===== src/rtl/prf_free_list_ctrl.sv =====
// rtl/prf_free_list_ctrl.sv - circular free list of physical register numbers with speculative and committed heads
//
// Purpose:
//   Hands out free physical register numbers (PRNs) to rename and takes back
//   released PRNs from ROB commit. Rename consumes entries at spec_head. Commit
//   advances commit_head and writes the released PRN at tail. A flush rolls
//   spec_head back to commit_head, so speculatively handed-out PRNs return to
//   the pool in their original order.
//   tail - commit_head is always MAX_FREE_REGS.
//
// Ports:
//   clk, rst        clock, asynchronous active-high reset
//   alloc_req       rename wants one PRN this cycle
//   alloc_gnt       PRN granted this cycle (combinational)
//   alloc_prn       PRN at the speculative head (valid with alloc_gnt)
//   commit_valid    retiring instruction releases commit_p_old
//   commit_p_old    PRN being released
//   flush           squash all speculative allocations
//   free_count      PRNs available to rename
//   inflight_count  PRNs allocated but not yet committed
//   empty           no PRN available
//   err             sticky: commit seen with nothing in flight

module prf_free_list_ctrl #(
    parameter int  NUM_A_REGS    = 32,
    parameter int  ROB_SIZE      = 16,
    localparam int NUM_P_REGS    = ROB_SIZE + NUM_A_REGS,
    localparam int MAX_FREE_REGS = NUM_P_REGS - NUM_A_REGS,
    localparam int PRN_WIDTH     = $clog2(NUM_P_REGS),
    localparam int PTR_W         = $clog2(MAX_FREE_REGS) + 1
) (
    input  logic                 clk,
    input  logic                 rst,
    input  logic                 alloc_req,
    output logic                 alloc_gnt,
    output logic [PRN_WIDTH-1:0] alloc_prn,
    input  logic                 commit_valid,
    input  logic [PRN_WIDTH-1:0] commit_p_old,
    input  logic                 flush,
    output logic [PTR_W-1:0]     free_count,
    output logic [PTR_W-1:0]     inflight_count,
    output logic                 empty,
    output logic                 err
);

    localparam int IDX_W = PTR_W - 1;

    logic [PRN_WIDTH-1:0] entry_q [MAX_FREE_REGS];
    logic [PRN_WIDTH-1:0] entry_d [MAX_FREE_REGS];
    logic [PTR_W-1:0]     spec_head_q, spec_head_d;
    logic [PTR_W-1:0]     commit_head_q, commit_head_d;
    logic [PTR_W-1:0]     tail_q, tail_d;
    logic                 err_q, err_d;

    logic                 commit_ok;

    // Counts come straight from pointer differences; the wrap bit makes a
    // full buffer (difference MAX_FREE_REGS) distinct from an empty one.
    always_comb begin
        free_count     = tail_q - spec_head_q;
        inflight_count = spec_head_q - commit_head_q;
        empty          = (free_count == '0);
        alloc_prn      = entry_q[spec_head_q[IDX_W-1:0]];
        // Grant looks only at registered state, so a PRN released this
        // cycle is never handed out in the same cycle.
        alloc_gnt      = alloc_req & ~empty & ~flush;
        err            = err_q;
    end

    always_comb begin
        commit_ok = commit_valid & (inflight_count != '0);

        entry_d       = entry_q;
        tail_d        = tail_q;
        commit_head_d = commit_head_q;
        spec_head_d   = spec_head_q;
        err_d         = err_q | (commit_valid & (inflight_count == '0));

        if (commit_ok) begin
            entry_d[tail_q[IDX_W-1:0]] = commit_p_old;
            tail_d                     = tail_q + 1'b1;
            commit_head_d              = commit_head_q + 1'b1;
        end

        // Rollback targets the post-commit head so a same-cycle commit is
        // not undone by the flush.
        if (flush) begin
            spec_head_d = commit_head_d;
        end else if (alloc_gnt) begin
            spec_head_d = spec_head_q + 1'b1;
        end
    end

    always_ff @(posedge clk or posedge rst) begin
        if (rst) begin
            for (int i = 0; i < MAX_FREE_REGS; i++) begin
                entry_q[i] <= PRN_WIDTH'(NUM_A_REGS + i);
            end
            spec_head_q   <= '0;
            commit_head_q <= '0;
            tail_q        <= PTR_W'(MAX_FREE_REGS);
            err_q         <= 1'b0;
        end else begin
            entry_q       <= entry_d;
            spec_head_q   <= spec_head_d;
            commit_head_q <= commit_head_d;
            tail_q        <= tail_d;
            err_q         <= err_d;
        end
    end

endmodule

===== config.mk =====
export PLATFORM = sky130hd
export DESIGN_NAME = prf_free_list_ctrl
export DESIGN_NICKNAME = d
export VERILOG_FILES = /design/src/rtl/prf_free_list_ctrl.sv
export SDC_FILE = /design/constraint.sdc
export NUM_CORES = 1
export LEC_CHECK = 0
export ABC_AREA = 0
export CAP_MARGIN = 20
export CORE_ASPECT_RATIO = 0.8
export CORE_UTILIZATION = 45
export CTS_CLUSTER_DIAMETER = 200
export DETAILED_ROUTE_END_ITERATION = 7
export PLACE_DENSITY = 0.65
export SLEW_MARGIN = 20
export SYNTH_ARGS = -nofsm -noshare
export SYNTH_HDL_FRONTEND = slang
export SYNTH_SLANG_ARGS = --single-unit
export TNS_END_PERCENT = 50

===== constraint.sdc =====
create_clock -name clk -period 3.8 [get_ports clk]
set_clock_uncertainty 0.1 [all_clocks]
set_input_delay 0.95 -clock clk [delete_from_list [all_inputs] [get_ports clk]]
set_output_delay 0.95 -clock clk [all_outputs]
set_load 0.005 [all_outputs]

==> results.py, run 1 <==
metrics = {
    "global_routing": {
        "grt_pass1_wl_um": 19200,
        "antenna_found_initial": 0,
        "grt_max_degree": 53,
        "gr-total-overflow": 0,
        "track_usage_pct": 20.5,
        "grt_pass1_vias": 3394,
    },
    "placed_design": {
        "routabilityCongestion": 0.847,
        "io_buffers": 29,
        "placed_cells": 571,
        "dp_hpwl_um": 8100,
    },
    "routing": {
        "viasPerCell": 5.48,
        "first_iter_violations": 126,
        "drc": 0,
        "vias": 3223,
        "firstDrtPassIters": 4,
        "wl_um": 11900,
        "ant_nets": 0,
        "drt-wirelength-per-cell_um": 20.2,
    },
    "critical_path": {
        "crit_type": "flop to output pin",
        "end_kind": "output pin",
        "r2r_slack_ns": 0.44,
        "reg2reg_depth": 9,
        "arrival_ns": 2.63,
        "start_kind": "flop",
        "required_ns": 2.75,
        "r2r-end": "entry_q[22]$_DFFE_PP0P_",
        "path_max_fanout": 5,
        "reg2reg_from": "spec_head_q[0]$_DFFE_PP0P_",
    },
    "worst_hold_path": {
        "worstHoldPathType": "flop to flop",
        "hold_depth": 1,
        "hold_start": "err$_DFF_PP0_",
        "whs_endpoint": "err$_DFF_PP0_",
    },
    "timing": {
        "finalSetupTns_ns": 0,
        "fin_crit_sh_pct": 96.8,
        "grt_setup_unrepaired": "true",
        "max_slew.worst_pin.slew_ns": 0.694,
        "finalCriticalPeriod_ns": 3.68,
        "fmax_ghz": 0.272,
        "max_slew_margin_pct": 53.4,
        "holdWs_ns": 0.374,
        "setup_violations": 0,
        "hold_viol": 0,
        "drv_slew": 0,
    },
    "pwr": {
        "comb_power_share_pct": 50.6,
        "power_per_cell_area_mw_per_mm2": 1010,
        "internal_power_mw": 4.38,
        "leakage_nw": 2.70,
        "seqPwrFrac_pct": 35.0,
        "switching_share_pct": 33.6,
        "power_frac_clock_pct": 14.4,
        "p_switching_mw": 2.21,
        "vdd_drop_max_mv": 0.456,
    },
    "floorplanning": {
        "boundaryPins": 30,
        "start_util_pct": 46.3,
        "num_rows": 36,
        "core_mm2": 0.0122,
        "die_w_um": 127,
        "die_y_um": 102,
        "dieArea_mm2": 0.0130,
    },
    "yosys": {
        "yosys_most_used_dff": "dfrtp_1",
        "synthArstFlopShare_pct": 100,
        "synth_cell_types": 37,
        "syn_area_per_cell_um2": 15.0,
        "netlist_instances": 376,
        "synth_edf_count": 0,
        "synth_area_mm2": 0.00565,
        "yosys_warnings": 0,
        "syn-num-nets": 403,
        "synth-seq-cells": 112,
        "ys_seq_area_share_pct": 50.7,
    },
    "clocking": {
        "clockRootBuffer": "clkbuf_16",
        "clock-sinks": 112,
        "cts_tree": "built",
        "cts_inserted_buffers": 9,
        "clock_path_buffers": 2,
        "clkTransAtPathRegs_ns": 0.07,
        "cts_hold_buffers": 0,
        "clk_latency_ns": 0.35,
        "cts_max_level": 3,
    },
    "layout": {
        "multiInputGateArea_mm2": 0.00265,
        "final_common_cell": "mux2_2",
        "diodes": 0,
        "fin_nets": 439,
        "regArea_mm2": 0.00287,
        "layout_common_cells": "mux2_2, dfrtp_1, dfstp_2, mux4_2, clkdlybuf4s50_1",
        "drive_gt1_share_pct": 50.1,
        "area_delta_synth_final_pct": 15.3,
        "fin_cells": 588,
        "fillers": 1054,
    },
    "run": {
        "drv_cap": 0,
    },
    "outcome": {
        "outcome": "complete, no violations",
    },
}
==> worst max path at each step <==
| stage | startpoint | endpoint | slack [ns] | cells after the start |
|---|---|---|---|---|
| 2_1_floorplan | spec_head_q[0]$_DFFE_PP0P_ | entry_q[42]$_DFFE_PP0P_ | 0.30 | 11 |
| 3_3_place_gp | tail_q[0]$_DFFE_PP0P_ | alloc_gnt | 0.36 | 9 |
| 5_1_grt | tail_q[0]$_DFFE_PP0P_ | empty | -0.01 | 8 |
| 3_5_place_dp | tail_q[0]$_DFFE_PP0P_ | alloc_gnt | 0.32 | 9 |
| 4_1_cts | spec_head_q[0]$_DFFE_PP0P_ | alloc_gnt | 0.008 | 8 |
| 6_report | spec_head_q[0]$_DFFE_PP0P_ | empty | 0.12 | 7 |
==> metrics by stage <==
stage	utilization [%]	power [mW]	setup WS (ns)	cell area [µm²]
after floorplan	-	4.43	0.303	5660
after global placement	50.7	5.51	0.361	6190
after detailed placement	50.7	5.60	0.321	6190
after CTS	53.2	6.59	0.00757	6490
after global routing	53.4	7.06	-0.0136	6520
final	53.4	6.59	0.120	6520
==> state kept, by name, indices dropped and copies added, names as in the netlist <==
signal and cells:
tail_q 5, commit_head_q 5, entry_q 96, err 1, spec_head_q 5
==> critical path, stage by stage (launching register included) <==
cell and delay [ns]:
dfrtp_2 0.43, ha_1 0.22, fa_1 0.40, nand2b_1 0.17, a21oi_2 0.16, xnor2_2 0.16
and3_4 0.24, clkdlybuf4s50_1 0.50
==> layer usage <==
metal / wire [µm] / vias to the layer above / global-route usage (%)
met3: 324 / 20 / 4.03
met2: 5590 / 52 / 32.3
li1: - / 1451 / -
met4: 210 / 0 / 6.96
met1: 5730 / 1700 / 28.7
met5: 0 / - / 0
==> timing repair <==
item / in CTS / in global routing
setup buffers: 1 / 0
resized for setup: 0 / 6
setup endpoints to repair: 2 / 3
==> cells by family (layout without fill, tap and decap cells) <==
family	Yosys count	count (layout)	share of synthesized area, %
buffers and inverters	40	81	2.90
flip-flops	112	112	50.7
AO/OA/AOI/OAI	18	18	2.46
AND/OR/NAND/NOR	41	41	5.16
multiplexers	130	130	31.9
adder cells (fa/ha/maj)	16	16	3.81
XOR/XNOR	19	19	3.08
==> power by group through the flow <==
stage	Sequential [mW]	Clock, mW	Combinational [mW]
CTS	2.30	0.977	3.31
floorplan	2.18	0	2.25
global placement	2.29	0	3.22
finish	2.31	0.949	3.33
global route	2.39	1.02	3.64
detailed placement	2.32	0	3.28
==> synth_stat cells, types with 2 or more instances <==
cell	instances	area share, %
a21oi_1	4	0.35
nand2_1	4	0.27
nand4_1	9	1.0
a31oi_1	6	0.66
nor2_1	5	0.33
mux4_2	30	12
o21ai_0	2	0.18
fa_1	2	0.71
mux2_1	20	4.0
buf_2	2	0.18
nor2b_1	3	0.33
xor2_1	3	0.46
nand2b_1	2	0.22
dfrtp_1	63	28
nor3_1	3	0.27
mux2_2	78	16
xnor2_1	15	2.3
ha_1	14	3.1
clkbuf_1	13	0.86
nand3_2	12	2.1
inv_1	22	1.5
dfstp_2	49	23
==> layout make-up <==
class | count | area share, %
sequential | 112 | 44.0
multi-input combinational | 224 | 40.6
timing repair buffer | 42 | 6.18
clock buffer | 11 | 3.57
tap | 171 | 3.28
inverter | 23 | 1.38
clock inverter | 5 | 0.979
Note: power is estimated with default switching activity, not from simulation.
==> run 2: changes to the inputs <==
Settings changed: SKIP_CTS_REPAIR_TIMING from default to 1.
Clock period 3.8 ns to 3.1 ns, I/O delays scaled along.
==> run 2 against run 1 <==
The run now ends with setup timing left; global-route usage is 1.3 points lower; sequential share of layout area is 3.1 points lower; hold slack better by 0.0068 ns; non-clock buffer count is 43 higher; critical path type unchanged.
==> results.py, run 2 (synthesis results as in run 1) <==
metrics = {
    "outcome": {
        "outcome": "complete, but fails checks",
        "violations": "setup timing",
    },
    "global_routing": {
        "grt_pass1_wl_um": 18200,
        "gr-total-overflow": 0,
        "track_usage_pct": 19.2,
        "grt_pass1_vias": 3282,
        "grt_max_degree": 79,
        "antenna_found_initial": 0,
    },
    "critical_path": {
        "required_ns": 2.22,
        "path_buf_inv": 4,
        "crit_path_top_delay_cell": "dfrtp_4",
        "crit_type": "flop to output pin",
        "path_max_fanout": 7,
        "slowest_delay_ns": 0.55,
        "start_kind": "flop",
        "crit_path_cell_trace": "buf_6 -> buf_12 -> buf_4 -> mux4_2 -> mux4_2 -> buf_6",
        "end_kind": "output pin",
        "critPathTopFamily": "multiplexers",
        "arrival_ns": 2.38,
    },
    "pwr": {
        "leakage_nw": 3.00,
        "power_per_cell_area_mw_per_mm2": 1290,
        "vdd_drop_max_mv": 0.423,
    },
    "worst_hold_path": {
        "worstHoldPathType": "flop to flop",
    },
    "floorplanning": {
        "start_util_pct": 46.3,
        "core_mm2": 0.0122,
        "die_y_um": 102,
        "boundaryPins": 30,
        "dieArea_mm2": 0.0130,
        "die_w_um": 127,
        "num_rows": 36,
    },
    "routing": {
        "first_iter_violations": 277,
        "drc": 0,
        "vias": 3403,
        "firstDrtPassIters": 4,
        "viasPerCell": 5.39,
        "ant_nets": 0,
        "wl_um": 11900,
        "drt-wirelength-per-cell_um": 18.9,
    },
    "clocking": {
        "cts_max_level": 3,
        "cts_tree": "built",
        "clock-sinks": 112,
        "clkTransAtPathRegs_ns": 0.07,
        "cts_inserted_buffers": 9,
        "clock_path_buffers": 2,
        "clockRootBuffer": "clkbuf_16",
        "clk_latency_ns": 0.35,
    },
    "layout": {
        "drive_gt1_share_pct": 60.2,
        "largest_register_ffs": 96,
        "area_delta_synth_final_pct": 24.2,
        "final_common_cell": "mux2_2",
        "fin_cells": 631,
        "top_register": "entry_q",
        "multiInputGateArea_mm2": 0.00275,
        "fin_nets": 482,
        "diodes": 0,
        "regArea_mm2": 0.00287,
        "fillers": 948,
        "layout_common_cells": "mux2_2, dfrtp_1, dfstp_2, buf_4, mux4_2",
    },
    "timing": {
        "drv_slew": 0,
        "finalSetupTns_ns": -0.788,
        "finalCriticalPeriod_ns": 3.26,
        "fmax_ghz": 0.307,
        "hold_viol": 0,
        "setup_violations": 7,
        "setup_slack_ns": -0.156,
        "holdWs_ns": 0.381,
        "max_slew_margin_pct": 58.8,
        "fin_crit_sh_pct": 105,
        "max_slew.worst_pin.slew_ns": 0.615,
        "grt_setup_unrepaired": "true",
    },
    "placed_design": {
        "io_buffers": 29,
        "routabilityCongestion": 0.787,
        "dp_hpwl_um": 8190,
        "placed_cells": 587,
    },
    "run": {
        "drv_cap": 0,
    },
}
-- run 2: area by class of cell --
type                            count  share of cell area, %
Tap cell                          171                   3.05
Sequential cell                   112                   40.9
Inverter                           23                   1.32
Timing Repair Buffer               85                   11.6
Clock inverter                      5                  0.446
Multi-Input combinational cell    224                   39.2
Clock buffer                       11                   3.46
-- run 2: metal layers --
| layer | wire length [µm] | GRT usage (%) | vias up |
|---|---|---|---|
| li1 | - | - | 1549 |
| met1 | 5860 | 29.7 | 1789 |
| met2 | 5430 | 27.2 | 49 |
| met3 | 472 | 3.61 | 16 |
| met4 | 173 | 6.14 | 0 |
| met5 | 0 | 0 | - |
-- run 2: power by group --
part / internal (mW) / leakage, nW / switching, mW
clock network: 0.565 / 0.132 / 0.514
registers: 2.39 / 1.28 / 0.400
logic: 3.01 / 1.59 / 2.14
total: 5.97 / 3.00 / 3.05
-- run 2: worst reg2reg max path, stage by stage, from the launching register on --
cell and delay [ns]:
dfrtp_4 0.50, inv_2 0.08, ha_4 0.16, fa_2 0.36, nand2b_4 0.16, a21oi_4 0.16, xnor2_2 0.11, buf_4 0.16
a31oi_4 0.18, buf_12 0.21, nand4_1 0.17, buf_4 0.21, mux2_2 0.27
-- run 2: per-stage QoR --
stage | power, mW | instance area (µm²) | worst slack (ns) | util, %
3_5_place_dp | 7.35 | 6360 | -0.0596 | 52.1
6_report | 9.02 | 7020 | -0.156 | 57.5
2_1_floorplan | 5.49 | 5680 | -0.0105 | -
4_1_cts | 8.45 | 6630 | -0.445 | 54.3
3_3_place_gp | 7.22 | 6360 | -0.0418 | 52.1
5_1_grt | 9.61 | 7020 | -0.216 | 57.5
-- run 2: final timing paths --
check / slack [ns] / endpoint / startpoint / depth (start not counted)
worst max register to register: 0.15 / entry_q[18]$_DFFE_PP0P_ / spec_head_q[0]$_DFFE_PP0P_ / 12
max in group asynchronous: 1.73 / tail_q[4]$_DFFE_PP1P_ / rst / 3
worst max-delay path: -0.16 / alloc_prn[4] / spec_head_q[0]$_DFFE_PP0P_ / 6
min in group asynchronous: 0.78 / entry_q[67]$_DFFE_PP0P_ / rst / 3
worst min-delay path: 0.38 / err$_DFF_PP0_ / err$_DFF_PP0_ / 1
worst min register to register: 0.38 / err$_DFF_PP0_ / err$_DFF_PP0_ / 1
